File: src/rtl/keypad_pkg.sv
// Shared types and helpers for the 4x3 matrix keypad scanner.
package keypad_pkg;

   localparam int unsigned ROWS  = 4;
   localparam int unsigned COLS  = 3;
   localparam int unsigned KEY_W = 4;
   localparam int unsigned ROW_W = 2;
   localparam int unsigned CNT_W = 4;

   typedef enum logic [1:0] {
      SCAN     = 2'd0,
      DEBOUNCE = 2'd1,
      HELD     = 2'd2
   } kp_state_t;

   // Column index of a one-hot column vector; non-one-hot inputs map to 0.
   function automatic logic [1:0] col_idx(input logic [2:0] c);
      logic [1:0] idx;
      case (c)
         3'b010:  idx = 2'd1;
         3'b100:  idx = 2'd2;
         default: idx = 2'd0;
      endcase
      return idx;
   endfunction

   function automatic logic is_onehot3(input logic [2:0] c);
      return (c == 3'b001) || (c == 3'b010) || (c == 3'b100);
   endfunction

endpackage

File: src/rtl/keypad_scan_ctrl_scan_tick_gen.sv
// Free-running prescaler producing one scan tick every 2^DIV_W enabled cycles.
module scan_tick_gen #(
   parameter int unsigned DIV_W = 16
) (
   input  logic fin,
   input  logic rst,
   input  logic enable,
   output logic tick
);

   logic [DIV_W-1:0] cnt_q;

   always_ff @(posedge fin) begin
      if (rst)
         cnt_q <= '0;
      else if (enable)
         cnt_q <= cnt_q + DIV_W'(1);
   end

   assign tick = (&cnt_q) & enable;

endmodule

File: src/rtl/keypad_scan_ctrl.sv
// Row-scanning keypad controller: press/release debounce and a valid/ready key register.
module keypad_scan_ctrl
   import keypad_pkg::*;
#(
   parameter int unsigned DIV_W   = 16,
   parameter int unsigned DEB_CNT = 4
) (
   input  logic             fin,
   input  logic             rst,
   input  logic             enable,
   input  logic [2:0]       colum,
   output logic [ROWS-1:0]  scan,
   output logic [KEY_W-1:0] keycode,
   output logic             key_valid,
   input  logic             key_ready,
   output logic             overrun
);

   localparam logic [CNT_W-1:0] DEB_LIM = CNT_W'(DEB_CNT);

   logic             tick;
   logic [2:0]       col_m, col_s;
   kp_state_t        state_q, state_d;
   logic [ROW_W-1:0] row_q, row_d;
   logic [CNT_W-1:0] deb_q, deb_d;
   logic [CNT_W-1:0] rel_q, rel_d;
   logic [KEY_W-1:0] cand_q, cand_d;
   logic [2:0]       cand_col_q, cand_col_d;
   logic             push;
   logic [KEY_W-1:0] push_key;

   scan_tick_gen #(.DIV_W(DIV_W)) u_tick (
      .fin    (fin),
      .rst    (rst),
      .enable (enable),
      .tick   (tick)
   );

   assign scan = enable ? (4'b0001 << row_q) : 4'b0000;

   // Synchronizer and FSM state registers
   always_ff @(posedge fin) begin
      if (rst) begin
         col_m      <= '0;
         col_s      <= '0;
         state_q    <= SCAN;
         row_q      <= '0;
         deb_q      <= '0;
         rel_q      <= '0;
         cand_q     <= '0;
         cand_col_q <= '0;
      end else begin
         col_m      <= colum;
         col_s      <= col_m;
         state_q    <= state_d;
         row_q      <= row_d;
         deb_q      <= deb_d;
         rel_q      <= rel_d;
         cand_q     <= cand_d;
         cand_col_q <= cand_col_d;
      end
   end

   // Next state; everything advances only on a scan tick
   always_comb begin
      state_d    = state_q;
      row_d      = row_q;
      deb_d      = deb_q;
      rel_d      = rel_q;
      cand_d     = cand_q;
      cand_col_d = cand_col_q;
      push       = 1'b0;
      push_key   = cand_q;
      if (tick) begin
         case (state_q)
            SCAN: begin
               if (is_onehot3(col_s)) begin
                  cand_d     = {col_idx(col_s), row_q};
                  cand_col_d = col_s;
                  deb_d      = CNT_W'(1);
                  push_key   = {col_idx(col_s), row_q};
                  if (DEB_LIM == CNT_W'(1)) begin
                     push    = 1'b1;
                     rel_d   = '0;
                     state_d = HELD;
                  end else begin
                     state_d = DEBOUNCE;
                  end
               end else begin
                  row_d = row_q + ROW_W'(1);
               end
            end
            DEBOUNCE: begin
               if (col_s == cand_col_q) begin
                  deb_d = deb_q + CNT_W'(1);
                  if (deb_d == DEB_LIM) begin
                     push    = 1'b1;
                     rel_d   = '0;
                     state_d = HELD;
                  end
               end else begin
                  state_d = SCAN;
               end
            end
            HELD: begin
               if (col_s == 3'b000) begin
                  rel_d = rel_q + CNT_W'(1);
                  if (rel_d == DEB_LIM) begin
                     row_d   = row_q + ROW_W'(1);
                     state_d = SCAN;
                  end
               end else begin
                  rel_d = '0;
               end
            end
            default: state_d = SCAN;
         endcase
      end
   end

   // Output key register: a push while an unconsumed key sits here is dropped
   always_ff @(posedge fin) begin
      if (rst) begin
         keycode   <= '0;
         key_valid <= 1'b0;
         overrun   <= 1'b0;
      end else begin
         overrun <= 1'b0;
         if (push) begin
            if (!key_valid || key_ready) begin
               keycode   <= push_key;
               key_valid <= 1'b1;
            end else begin
               overrun <= 1'b1;
            end
         end else if (key_valid && key_ready) begin
            key_valid <= 1'b0;
         end
      end
   end

endmodule

File: config.mk
export PLATFORM = sky130hd
export DESIGN_NAME = keypad_scan_ctrl
export DESIGN_NICKNAME = d
export VERILOG_FILES = /design/src/rtl/keypad_pkg.sv /design/src/rtl/keypad_scan_ctrl_scan_tick_gen.sv /design/src/rtl/keypad_scan_ctrl.sv
export SDC_FILE = /design/constraint.sdc
export NUM_CORES = 1
export LEC_CHECK = 0
export CORE_MARGIN = 8
export CORE_UTILIZATION = 35
export DETAILED_ROUTE_END_ITERATION = 12
export PLACE_DENSITY_LB_ADDON = 0.25
export SETUP_SLACK_MARGIN = 0.1
export SYNTH_ARGS = -nofsm -noshare
export SYNTH_HDL_FRONTEND = slang
export SYNTH_SLANG_ARGS = --single-unit
File: constraint.sdc
create_clock -name fin -period 4.25 [get_ports fin]
set_input_delay 0.85 -clock fin [delete_from_list [all_inputs] [get_ports fin]]
set_output_delay 0.85 -clock fin [all_outputs]
set_load 0.02 [all_outputs]
==> results.cfg, run 1 <==
[global_route]
grt_pass1_vias = 1617
grt_usage_pct = 9.72
grt-ovfl-total = 0
grt_max_degree = 27
grt_pass1_wl_um = 7150
antenna_found_initial = 0

[yosys]
async_flop_share_pct = 0
synth_flop_cell = dfxtp_1
yosysTopAreaCell = dfxtp_1
netlist_top_cells_count = 47 x dfxtp_1, 34 x nor2_1, 15 x nand3_1
syn_inst = 239
synth_top_area_share_pct = 42.9
yosysWarnings = 0
ys_types = 48
syn_area_um2 = 2190
synth-seq-area-share_pct = 42.9
synth-edff-count = 0
synth.top_cells.by_area = dfxtp_1 43%, nor2_1 5.8%, xor2_1 4.4%, ha_1 4.0%, nand3_1 3.4%
synth_most_common_cell = dfxtp_1
synth_nets = 253
synth-seq-cells = 47
syn_area_per_cell_um2 = 9.17

[floorplan]
rows = 29
die_x_um = 95.1
die_h_um = 95.1
start_util_pct = 35.3
fp.coreArea_um2 = 6200
boundaryPins = 17
dieArea_um2 = 9050

[sta]
period_share_pct = 72.5
finClkSkew_ps = 5.87
min_period_ps = 3080
slew_viol_final = 0
fin_tns_setup_ps = 0
grt_setup_unrepaired = false
relSlewSlack_pct = 48.8
finalSetupViolCount = 0
hold_viol = 0
clock.fmax_mhz = 324
tightestPinTransition_ps = 766

[critical_path]
critPathKind = primary input to output pin
critPathRequiredTime_ps = 3400
crit_path_start_kind = primary input
end_kind = output pin
crit_arrival_ps = 2230
worstPathMaxFanout = 9

[clocking]
post_cts_buffers = 0
cts_buffers = 5
hold_buffers = 0
clockBufferDepth = 2
cts-root-buf = clkbuf_8
clk_latency_ps = 300
cts.sinks = 47
cts_tree = built
cts-resized-gates = 0
clkTransAtPathRegs_ps = 80
cts_max_level = 2

[detailed_routing]
drc = 0
route.vias.total = 1656
avgRoutedWirePerCell_um = 12.3
drt_iter0_drc = 111
drt_pass1_iterations = 4
drt_wl_total_um = 4070
via_per_inst = 5.02
ant_nets = 0

[placement]
place.gp.congestion = 0.789
port_buffers = 16
hpwl_um = 2900

[cells_and_area]
multi_input_area_um2 = 1190
ff_latch_area_um2 = 941
fin_util_pct = 40.9
nets = 266
fill_cells = 612
n_antenna_cell = 0
area_delta_synth_final_pct = 15.9
drive_above_1_share_pct = 8.30

[pwr]
powerDensity_nw_per_um2 = 341
leakage_nw = 0.940
vdd_drop_max_mv = 0.166

[min_path]
hp-class = register to register

[status]
outcome = completed

[flow_run]
drv_cap = 0
==> sequential cells by signal, indices dropped and copies added, names as in the netlist <==
name	cells
deb_q	4
state_q	2
row_q	2
rel_q	4
keycode	4
col_s	3
u_tick.cnt_q	16
cand_q	4
col_m	3
key_valid	1
overrun	1
cand_col_q	3
==> metal layers <==
metal  GRT usage (%)  share of wire [%]
met5               0                  0
met4            3.90                1.4
met2            16.4                 49
met3            2.44                3.0
met1            11.5                 47
==> worst paths after layout <==
path | startpoint | end | slack [ps] | cells past startpoint
min reg2reg | col_m[1] | col_s[1] | 440 | 1
max | enable | scan[2] | 1170 | 3
max reg2reg | deb_q[0] | keycode[2] | 2270 | 6
min | col_m[1] | col_s[1] | 440 | 1
==> power by group <==
| part | switching (W) | leakage [nW] | total [W] | internal [W] |
|---|---|---|---|---|
| registers | 0.00000544 | 0.380 | 0.000450 | 0.000445 |
| logic | 0.0000179 | 0.495 | 0.0000341 | 0.0000162 |
| clock network | 0.000147 | 0.0654 | 0.000382 | 0.000235 |
| total | 0.000170 | 0.940 | 0.000866 | 0.000696 |
==> cells by family (layout without fill, tap and decap cells) <==
family | Yosys count | count (layout) | share of synthesized area (%)
adders and majority gates | 7 | 7 | 4.00
DFF | 47 | 47 | 42.9
muxes | 9 | 9 | 4.23
buffers and inverters | 15 | 29 | 2.91
and+or+nand+nor | 107 | 107 | 26.8
xor gates and xnor gates | 19 | 19 | 7.60
AOI/OAI and AO/OA | 35 | 35 | 11.5
==> critical path: stages <==
cell	delay (ps)
clkdlybuf4s50_1	620
and2_1	170
clkdlybuf4s50_1	600
==> placed cells by master, fill, tap and decap left out, types with 2 or more instances in the layout <==
cell type / netlist / routed
a211oi_1: 2 / 2
a21oi_1: 14 / 14
a221o_1: 2 / 2
and2_1: 6 / 6
and3_1: 4 / 4
and4_1: 2 / 2
bufinv_16: 0 / 2
clkbuf_8: 0 / 5
clkdlybuf4s50_1: 0 / 16
dfxtp_1: 47 / 47
ha_1: 7 / 7
inv_1: 4 / 4
mux2_2: 2 / 2
mux2i_1: 7 / 7
nand2_1: 13 / 13
nand3_1: 15 / 15
nand4_1: 5 / 5
nor2_1: 34 / 34
nor2b_1: 8 / 8
nor3_1: 4 / 4
nor3_2: 2 / 2
nor3b_1: 3 / 3
o211ai_1: 2 / 2
o21ai_0: 5 / 5
xnor2_1: 8 / 8
xor2_1: 11 / 11
==> layout make-up <==
cell class                      count  area share (%)
Clock inverter                      2            2.37
Sequential cell                    47            37.1
Inverter                            4           0.591
Multi-Input combinational cell    177            46.7
Clock buffer                        6            2.86
Tap cell                           77            3.79
Timing Repair Buffer               17            6.60
==> per-stage QoR <==
| stage | setup WS [ps] | power, W | hold slack, ps | area [um2] | std cells |
|---|---|---|---|---|---|
| after floorplan | 2020 | 0.000484 | 414 | 2190 | 239 |
| after global placement | 1180 | 0.000495 | 417 | 2410 | 322 |
| after detailed placement | 1150 | 0.000495 | 424 | 2410 | 322 |
| after CTS | 1150 | 0.000881 | 444 | 2540 | 330 |
| after global routing | 1100 | 0.000901 | 457 | 2540 | 330 |
| final | 1170 | 0.000866 | 439 | 2540 | 330 |
Note: power is estimated with default switching activity, not from simulation.
==> run 2: changes to the inputs <==
==> constraint.sdc (replaced) <==
create_clock -name fin -period 2.8 [get_ports fin]
set_input_delay 0.56 -clock fin [delete_from_list [all_inputs] [get_ports fin]]
set_output_delay 0.56 -clock fin [all_outputs]
set_load 0.02 [all_outputs]
==> run 2 against run 1 <==
Critical path depth is the same. Utilization shrank 0.34 points. Sequential power grew 52%. Via count shrank 1.0%. Flip-flop and latch count is the same.
==> results.cfg, run 2 (synthesized netlist as in run 1, its figures left out) <==
[sta]
finClkSkew_ps = 9.54
fin_tns_setup_ps = 0
grt_setup_unrepaired = false
hold_viol = 0
tightestPinTransition_ps = 435
relSlewSlack_pct = 70.8
clock.fmax_mhz = 416
holdWs_ps = 448
slew_viol_final = 0
min_period_ps = 2400
finalSetupViolCount = 0
period_share_pct = 85.8

[floorplan]
boundaryPins = 17
start_util_pct = 35.3
rows = 29
dieArea_um2 = 9050
die_h_um = 95.1
die_x_um = 95.1
fp.coreArea_um2 = 6200

[critical_path]
critPathRequiredTime_ps = 2240
crit_arrival_ps = 1840
crit_path_start_kind = primary input
end_kind = output pin
worstPathMaxFanout = 6
critPathKind = primary input to output pin

[clocking]
cts_tree = built
clockBufferDepth = 2
cts-resized-gates = 0
post_cts_buffers = 0
cts_buffers = 5
cts_max_level = 2
clk_latency_ps = 310
clkTransAtPathRegs_ps = 90
hold_buffers = 0
cts.sinks = 47
cts-root-buf = clkbuf_8

[pwr]
vdd_drop_max_mv = 0.194
p_sw_share_pct = 24.4
powerDensity_nw_per_um2 = 466
power_frac_clock_pct = 37.1
leakage_nw = 0.931
finalPower_w = 0.00117
seq_power_share_pct = 58.3
p_comb_share_pct = 4.7
p_int_w = 0.000886
p_switching_w = 0.000286

[cells_and_area]
largest_reg_flops = 16
layout_commonest_cell = dfxtp_1
area_delta_synth_final_pct = 14.9
drive_above_1_share_pct = 9.41
final_cell_mix = 47 x dfxtp_1, 34 x nor2_1, 16 x clkdlybuf4s50_1, 15 x nand3_1, 14 x a21oi_1
nets = 268
n_antenna_cell = 0
largest_register = u_tick.cnt_q
fin_area_um2 = 2520

[placement]
place.gp.congestion = 0.751
port_buffers = 16
hpwl_um = 3090
placed_area_um2 = 2420

[detailed_routing]
drt_wl_total_um = 4200
ant_nets = 0
via_per_inst = 4.94
drc = 0
route.vias.total = 1639
avgRoutedWirePerCell_um = 12.7
drt_pass1_iterations = 4
drt_iter0_drc = 109

[global_route]
grt_usage_pct = 9.77
grt_pass1_vias = 1553
grt_max_degree = 27
antenna_found_initial = 0
grt-ovfl-total = 0
grt_pass1_wl_um = 7130

[min_path]
hp-class = register to register

[status]
outcome = completed

[flow_run]
drv_cap = 0
-- run 2: cell count changes in the layout (fill, tap and decap cells not counted) --
cell	change
buf_4	+2
bufinv_16	-2
clkbuf_1	-1
clkinvlp_4	+1
inv_6	+1
inv_8	+1
-- run 2: per-layer routing --
metal,up-vias,routed length (um),global-route usage (%)
li1,864,-,-
met4,0,40,3.12
met2,10,2040,16.0
met1,758,2010,12.1
met5,-,0,0
met3,7,115,2.68
-- run 2: stage by stage --
step | worst slack [ps] | utilization [%] | instances
final | 398 | 40.6 | 332
after global routing | 351 | 40.6 | 332
after CTS | 373 | 40.6 | 332
after detailed placement | 266 | 39.0 | 324
after global placement | 348 | 39.0 | 324
after floorplan | 857 | - | 239
-- run 2: area by class of cell --
type                    count  area [um2]
well taps                  77        96.3
clock inverters             3        27.5
clock buffers               5        68.8
flip-flops and latches     47         941
repair buffers             19         183
fillers                   635        3690
inverters                   4        15.0
multi-input cells         177        1190
-- run 2: worst paths after layout --
check / from / end / cells after the start / slack, ps
max reg2reg: col_s[2] / cand_q[1] / 5 / 860
min reg2reg: col_m[2] / col_s[2] / 1 / 450
min: col_m[2] / col_s[2] / 1 / 450
max: enable / scan[2] / 3 / 400
-- run 2: power by group through the flow --
stage               registers, W  logic (W)  clock network, W
detailed placement      0.000699  0.0000553                 0
global placement        0.000699  0.0000546                 0
global route            0.000685  0.0000611          0.000481
floorplan               0.000694  0.0000417                 0
finish                  0.000683  0.0000548          0.000435
CTS                     0.000683  0.0000558          0.000454
-- run 2: worst max-delay path, stage by stage --
cell and delay, ps:
clkdlybuf4s50_1 530, and2_1 140, clkdlybuf4s50_1 600
